File: src/rtl/mmu_pkg.sv
// ---------------------------------------------------------------------------
// mmu_pkg
// Shared definitions for the MMU tile pass sequencer:
//   - state encoding of the tile-pass FSM
//   - clog2_min1(): ceil(log2(v)) clamped to at least one bit
//   - cnt_width(): width of the shared phase counter for N x N array, D vectors
// No ports (package).
// ---------------------------------------------------------------------------
package mmu_pkg;

    typedef logic [2:0] mmu_state_t;

    localparam mmu_state_t ST_IDLE    = 3'd0;
    localparam mmu_state_t ST_WLOAD   = 3'd1;
    localparam mmu_state_t ST_COMPUTE = 3'd2;
    localparam mmu_state_t ST_DRAIN   = 3'd3;
    localparam mmu_state_t ST_DONE    = 3'd4;

    // A zero-width bus is illegal, so single-entry ranges still get one bit.
    function automatic int clog2_min1(input int v);
        return (v <= 32'sd1) ? 32'sd1 : $clog2(v);
    endfunction

    // The counter must reach N-1 (rows), D-1 (vectors) and 2N-2 (drain skew).
    function automatic int cnt_width(input int n, input int d);
        int m;
        m = n;
        if (d > m) begin
            m = d;
        end else begin
            m = m;
        end
        if ((32'sd2 * n - 32'sd1) > m) begin
            m = 32'sd2 * n - 32'sd1;
        end else begin
            m = m;
        end
        return clog2_min1(m);
    endfunction

endpackage

File: src/rtl/mmu_step_counter.sv
// ---------------------------------------------------------------------------
// mmu_step_counter
// Up-counter shared by all phases of a tile pass. Clear has priority over
// enable; last_o flags that the count equals the phase's terminal value.
// Ports:
//   clk, rst_n   clock, async active-low reset
//   en           advance the count by one
//   clr          return the count to zero
//   term [W]     terminal value of the current phase
//   cnt  [W]     current count (registered)
//   last_o       cnt == term
// ---------------------------------------------------------------------------
module mmu_step_counter #(
    parameter int W = 4
) (
    input  logic         clk,
    input  logic         rst_n,
    input  logic         en,
    input  logic         clr,
    input  logic [W-1:0] term,
    output logic [W-1:0] cnt,
    output logic         last_o
);

    logic [W-1:0] cnt_r;

    // Count register: clear wins over enable, otherwise hold.
    always_ff @(posedge clk or negedge rst_n) begin
        if (!rst_n) begin
            cnt_r <= '0;
        end else if (clr) begin
            cnt_r <= '0;
        end else if (en) begin
            cnt_r <= cnt_r + W'(1'b1);
        end else begin
            cnt_r <= cnt_r;
        end
    end

    assign cnt    = cnt_r;
    assign last_o = (cnt_r == term);

endmodule

File: src/rtl/mmu_tile_ctrl.sv
// ---------------------------------------------------------------------------
// mmu_tile_ctrl
// Sequences one MMU tile pass: weight load (N rows) -> data stream (D vectors)
// -> psum drain (2N-1 cycles) -> one-cycle done pulse. Outputs are decoded
// from the registered state and count; strobes are masked by stall_i.
// Ports:
//   clk, rst_n         clock, async active-low reset
//   start_i            start request, honoured only in IDLE
//   abort_i            synchronous abort to IDLE, highest priority
//   stall_i            freeze the current busy phase
//   weight_load_en_o   weight row write strobe
//   weight_row_o       weight row index (0 outside WLOAD)
//   data_valid_o       input vector valid strobe
//   data_idx_o         input vector index (0 outside COMPUTE)
//   drain_en_o         psum drain strobe
//   busy_o             high in WLOAD / COMPUTE / DRAIN
//   done_o             one-cycle completion pulse
//   stall_cycles_o     (only with MMU_CTRL_PERF_EN) saturating count of
//                      busy cycles spent stalled in the current/last pass
// Optional feature macro: MMU_CTRL_PERF_EN
// ---------------------------------------------------------------------------
module mmu_tile_ctrl
    import mmu_pkg::*;
#(
    parameter int ARRAY_SIZE = 16,
    parameter int DATA_DEPTH = 16
) (
    input  logic                                clk,
    input  logic                                rst_n,
    input  logic                                start_i,
    input  logic                                abort_i,
    input  logic                                stall_i,
    output logic                                weight_load_en_o,
    output logic [clog2_min1(ARRAY_SIZE)-1:0]   weight_row_o,
    output logic                                data_valid_o,
    output logic [clog2_min1(DATA_DEPTH)-1:0]   data_idx_o,
    output logic                                drain_en_o,
    output logic                                busy_o,
    output logic                                done_o
`ifdef MMU_CTRL_PERF_EN
    ,
    output logic [31:0]                         stall_cycles_o
`endif
);

    localparam int RW = clog2_min1(ARRAY_SIZE);
    localparam int DW = clog2_min1(DATA_DEPTH);
    localparam int CW = cnt_width(ARRAY_SIZE, DATA_DEPTH);

    localparam logic [CW-1:0] TERM_WLOAD   = CW'(ARRAY_SIZE - 32'sd1);
    localparam logic [CW-1:0] TERM_COMPUTE = CW'(DATA_DEPTH - 32'sd1);
    localparam logic [CW-1:0] TERM_DRAIN   = CW'(32'sd2 * ARRAY_SIZE - 32'sd2);

    mmu_state_t    state_r;
    mmu_state_t    state_nxt_s;
    logic [CW-1:0] cnt_s;
    logic [CW-1:0] term_s;
    logic          last_s;
    logic          cnt_en_s;
    logic          cnt_clr_s;
    logic          busy_s;
    logic          start_acc_s;

    assign busy_s      = (state_r == ST_WLOAD) || (state_r == ST_COMPUTE) ||
                         (state_r == ST_DRAIN);
    assign start_acc_s = (state_r == ST_IDLE) && start_i && !abort_i;

    mmu_step_counter #(
        .W (CW)
    ) u_step_counter (
        .clk    (clk),
        .rst_n  (rst_n),
        .en     (cnt_en_s),
        .clr    (cnt_clr_s),
        .term   (term_s),
        .cnt    (cnt_s),
        .last_o (last_s)
    );

    // State register.
    always_ff @(posedge clk or negedge rst_n) begin
        if (!rst_n) begin
            state_r <= ST_IDLE;
        end else begin
            state_r <= state_nxt_s;
        end
    end

    // Next-state logic: abort beats stall and start; a stalled terminal cycle waits.
    always_comb begin
        state_nxt_s = state_r;
        case (state_r)
            ST_IDLE: begin
                if (start_acc_s) begin
                    state_nxt_s = ST_WLOAD;
                end else begin
                    state_nxt_s = ST_IDLE;
                end
            end
            ST_WLOAD: begin
                if (abort_i) begin
                    state_nxt_s = ST_IDLE;
                end else if (!stall_i && last_s) begin
                    state_nxt_s = ST_COMPUTE;
                end else begin
                    state_nxt_s = ST_WLOAD;
                end
            end
            ST_COMPUTE: begin
                if (abort_i) begin
                    state_nxt_s = ST_IDLE;
                end else if (!stall_i && last_s) begin
                    state_nxt_s = ST_DRAIN;
                end else begin
                    state_nxt_s = ST_COMPUTE;
                end
            end
            ST_DRAIN: begin
                if (abort_i) begin
                    state_nxt_s = ST_IDLE;
                end else if (!stall_i && last_s) begin
                    state_nxt_s = ST_DONE;
                end else begin
                    state_nxt_s = ST_DRAIN;
                end
            end
            ST_DONE: begin
                state_nxt_s = ST_IDLE;
            end
            default: begin
                state_nxt_s = ST_IDLE;
            end
        endcase
    end

    // Counter control: per-phase terminal select; the count is parked at zero
    // outside busy phases and restarts from zero at every phase change or abort.
    always_comb begin
        term_s    = '0;
        cnt_en_s  = 1'b0;
        cnt_clr_s = 1'b0;
        case (state_r)
            ST_WLOAD:   term_s = TERM_WLOAD;
            ST_COMPUTE: term_s = TERM_COMPUTE;
            ST_DRAIN:   term_s = TERM_DRAIN;
            default:    term_s = '0;
        endcase
        if (!busy_s || abort_i) begin
            cnt_clr_s = 1'b1;
        end else if (stall_i) begin
            cnt_clr_s = 1'b0;
        end else if (last_s) begin
            cnt_clr_s = 1'b1;
        end else begin
            cnt_en_s = 1'b1;
        end
    end

    // Output decode from registered state/count; strobes masked by stall.
    always_comb begin
        weight_load_en_o = 1'b0;
        weight_row_o     = '0;
        data_valid_o     = 1'b0;
        data_idx_o       = '0;
        drain_en_o       = 1'b0;
        busy_o           = 1'b0;
        done_o           = 1'b0;
        case (state_r)
            ST_IDLE: begin
                busy_o = 1'b0;
            end
            ST_WLOAD: begin
                busy_o           = 1'b1;
                weight_load_en_o = !stall_i;
                weight_row_o     = cnt_s[RW-1:0];
            end
            ST_COMPUTE: begin
                busy_o       = 1'b1;
                data_valid_o = !stall_i;
                data_idx_o   = cnt_s[DW-1:0];
            end
            ST_DRAIN: begin
                busy_o     = 1'b1;
                drain_en_o = !stall_i;
            end
            ST_DONE: begin
                done_o = 1'b1;
            end
            default: begin
                busy_o = 1'b0;
            end
        endcase
    end

`ifdef MMU_CTRL_PERF_EN
    logic [31:0] stall_cnt_r;

    // Stall-cycle counter: cleared on accepted start, saturating, frozen otherwise.
    always_ff @(posedge clk or negedge rst_n) begin
        if (!rst_n) begin
            stall_cnt_r <= 32'd0;
        end else if (start_acc_s) begin
            stall_cnt_r <= 32'd0;
        end else if (busy_s && stall_i && (stall_cnt_r != 32'hFFFF_FFFF)) begin
            stall_cnt_r <= stall_cnt_r + 32'd1;
        end else begin
            stall_cnt_r <= stall_cnt_r;
        end
    end

    assign stall_cycles_o = stall_cnt_r;
`endif

endmodule

File: config.mk
export PLATFORM = sky130hd
export DESIGN_NAME = mmu_tile_ctrl
export DESIGN_NICKNAME = d
export VERILOG_FILES = /design/src/rtl/mmu_pkg.sv /design/src/rtl/mmu_step_counter.sv /design/src/rtl/mmu_tile_ctrl.sv
export SDC_FILE = /design/constraint.sdc
export NUM_CORES = 1
export LEC_CHECK = 0
export CAP_MARGIN = 20
export CORE_MARGIN = 10
export CORE_UTILIZATION = 49
export CTS_CLUSTER_DIAMETER = 30
export DETAILED_ROUTE_END_ITERATION = 10
export PLACE_DENSITY_LB_ADDON = 0.15
export SYNTH_ARGS = -nofsm -noshare
export SYNTH_HDL_FRONTEND = slang
export SYNTH_SLANG_ARGS = --single-unit
export TNS_END_PERCENT = 10
File: constraint.sdc
create_clock -name clk -period 3.65 [get_ports clk]
set_clock_uncertainty 0.15 [all_clocks]
set_input_delay 1.095 -clock clk [delete_from_list [all_inputs] [get_ports clk]]
set_output_delay 1.095 -clock clk [all_outputs]
set_load 0.05 [all_outputs]
==> key figures <==
Final layout
  – Finished Layout Cells: 103
  – N_diodes: 0
  – Final nets: 97
  – Ratio of cells with drive above 1 in the final layout: 12.36%
  – Area grow syn2layout: 36.38%

Setup path
  – Setup CP Type: in -> out
  – CP startpoint kind: primary input
  – Worst Path Required: 2400 ps
  – CP arrival: 2110 ps
  – R2R setup slack: 1780 ps
  – Critical Path Fanout Max: 2
  – CP endpoint kind: output pin

Clock network
  – Post-CTS setup buffer count: 0
  – Clk buf depth: 2
  – Clock Latency Late Sink: 240 ps
  – Post_cts resized: 0
  – Root Driver: clkbuf_4
  – CTS clk-pin slew, worst paths: 40 ps
  – CTS Buf Count: 3
  – Clk sink count: 8
  – CTS tree: built
  – Hold_buf cts: 0
  – H-tree depth: 1

Synth
  – Yosys reg bits: 8
  – Ys Warns: 0
  – Main area contributors after synthesis: dfrtp_1 (31%), and2_1 (7.8%), a311oi_1 (5.4%), a2111oi_4 (4.3%), nand2_1 (4.1%)
  – Main combinational cell family by area after synthesis: simple AND/OR/NAND/NOR gates
  – Adder-cell share of the synthesized area: 1.946%
  – Ys flop type: dfrtp_1
  – Post-synthesis cell area: 643.1 µm²
  – Synth Area in Compound Gates: 24.32%
  – Synth top cells by count: and2_1 (8), dfrtp_1 (8), nand2_1 (7)
  – Post-synth EDFFs: 0
  – Xor and xnor area share after synthesis: 4.086%
  – Asr flop ratio synth: 100.0%
  – Synth top area share: 31.13%
  – Leading area contributor after synthesis: dfrtp_1
  – Multiplexer share of the synthesized area: 3.113%
  – Seq/Total Area, Yosys: 31.13%
  – Simple-gate share of the synthesized area: 30.74%
  – Post-Syn Nets: 77
  – Post-synth cell types: 31
  – Post-Syn Instances: 71
  – Syn_area_per_cell: 9.058 µm²

Timing
  – Hold WS: 485.9 ps
  – Max Freq: 298.2 MHz
  – Final min period: 3353 ps
  – Hold Fails Final Rpt: 0
  – Worst slew pin tran: 516.2 ps
  – Setup ws final: 296.8 ps
  – RSZ-0062 raised after global routing: no
  – Setup TNS: 0 ps
  – Final worst-path cycle share: 91.87%
  – Setup violators final: 0
  – Max-slew headroom: 65.48%
  – Final Max Slew Viols: 0

Run status
  – Run status: completed

Detailed routing
  – Via count: 608
  – Final ANT Viol Nets: 0
  – Drt pass-1 iters: 4
  – Drt drc: 0
  – Drt via density: 5.903
  – Drt first-iter violations: 19
  – Routed WL per cell: 14.72 µm
  – Post-Route WL: 1516 µm

Power and ir drop
  – Max rail drop VDD: 0.0002756 V
  – Pwr per Cell Area: 268.1 nW/µm²
  – Overall Power: 0.0002351 W
  – Leakage power: 0.3461 nW

Floorplanning
  – Initial Util: 54.91%
  – Die W: 56.23 µm
  – Core ar.: 1171 µm²
  – IO Pins: 18
  – Core Rows: 12
  – Die area: 3162 µm²
  – Die H: 56.23 µm

Global route
  – Vias in the first global route: 517
  – First-pass GRT wire length: 2463 µm
  – Overflow after GRT: 0
  – Initial antenna violation count: 0
  – Largest net degree at the start of global routing: 12
  – Gr usage total: 9.234%

Placement
  – # placed instances: 100
  – Dpl hpwl: 1244 µm
  – Dpl ws: 300.3 ps
  – IO buf count: 17
  – Placer Congestion: 0.8207

Run
  – Max cap viols: 0

Worst hold path
  – Min-delay worst type: reg -> reg
[state kept, by name, summed over array words and instances (netlist names)]
register,count
state_r,3
u_step_counter.cnt,5
[worst max-delay path, stage by stage]
cell,delay [ps]
clkdlybuf4s50_1,420
or2b_1,250
nor2_1,180
buf_12,170
[worst paths after layout]
kind / from / endpoint / cells past startpoint
worst max-delay path: stall_i / drain_en_o / 4
worst min-delay path: state_r[1] / state_r[2] / 2
worst max register to register: state_r[0] / state_r[0] / 4
worst min register to register: state_r[1] / state_r[2] / 2
max in group asynchronous: rst_n / u_step_counter.cnt[0] / 1
min in group asynchronous: rst_n / u_step_counter.cnt[4] / 1
[cell type report]
| class | count | area, µm² |
|---|---|---|
| multi-input combinational | 57 | 417.9 |
| fill | 95 | 294.0 |
| timing repair buffer | 18 | 207.7 |
| sequential | 8 | 200.2 |
| clock buffer | 3 | 22.52 |
| tap | 14 | 17.52 |
| inverter | 3 | 11.26 |
[per-stage QoR]
step           area [µm²]  util (%)
6_report            877.1     74.89
5_1_grt             877.1     74.89
4_1_cts             877.1     74.89
3_5_place_dp        854.6     72.97
3_3_place_gp        854.6     72.97
2_1_floorplan       648.1         -
[placed cells by master, fill, tap and decap left out]
cell             instances
nand4b_1                 1
o32a_4                   1
nand3b_1                 3
nor2b_1                  2
a31oi_1                  2
dfrtp_1                  8
clkdlybuf4s50_1         14
and3_1                   2
nor3_2                   1
or2_1                    1
a22oi_1                  1
ha_1                     1
o21ai_0                  1
nor3_1                   1
nand2_1                  7
inv_1                    3
xor2_1                   1
xnor2_1                  2
a211o_1                  1
o311a_1                  1
buf_4                    1
a21oi_1                  1
nand2b_1                 2
and2_1                   8
a311oi_1                 4
or2b_1                   1
o21ba_4                  1
or3_1                    1
nor2_1                   6
a2111oi_4                1
clkbuf_4                 3
o22ai_1                  1
buf_12                   3
mux2i_1                  2
[where the power goes]
part / leakage (nW) / internal, W / switching, W
combinational: 0.222 / 0.0000320 / 0.0000426
sequential: 0.110 / 0.0000917 / 0.00000677
clock: 0.0138 / 0.0000373 / 0.0000249
[layer usage]
layer / up-vias / part of all wire (%) / GRT usage (%)
met2: 20 / 42 / 13.23
met4: 0 / 2.2 / 5.119
met3: 5 / 6.4 / 2.961
met5: - / 0 / 0
li1: 291 / - / -
met1: 292 / 49 / 11.67
[cell families (layout without fill, tap and decap cells)]
kind of cell | after synthesis | count (layout)
AND/OR/NAND/NOR | 36 | 36
AO/OA/AOI/OAI | 15 | 15
flip-flops | 8 | 8
buffers and inverters | 6 | 24
XOR/XNOR | 3 | 3
multiplexers | 2 | 2
adder cells (fa/ha/maj) | 1 | 1
Power figures use the tool's default switching activity.
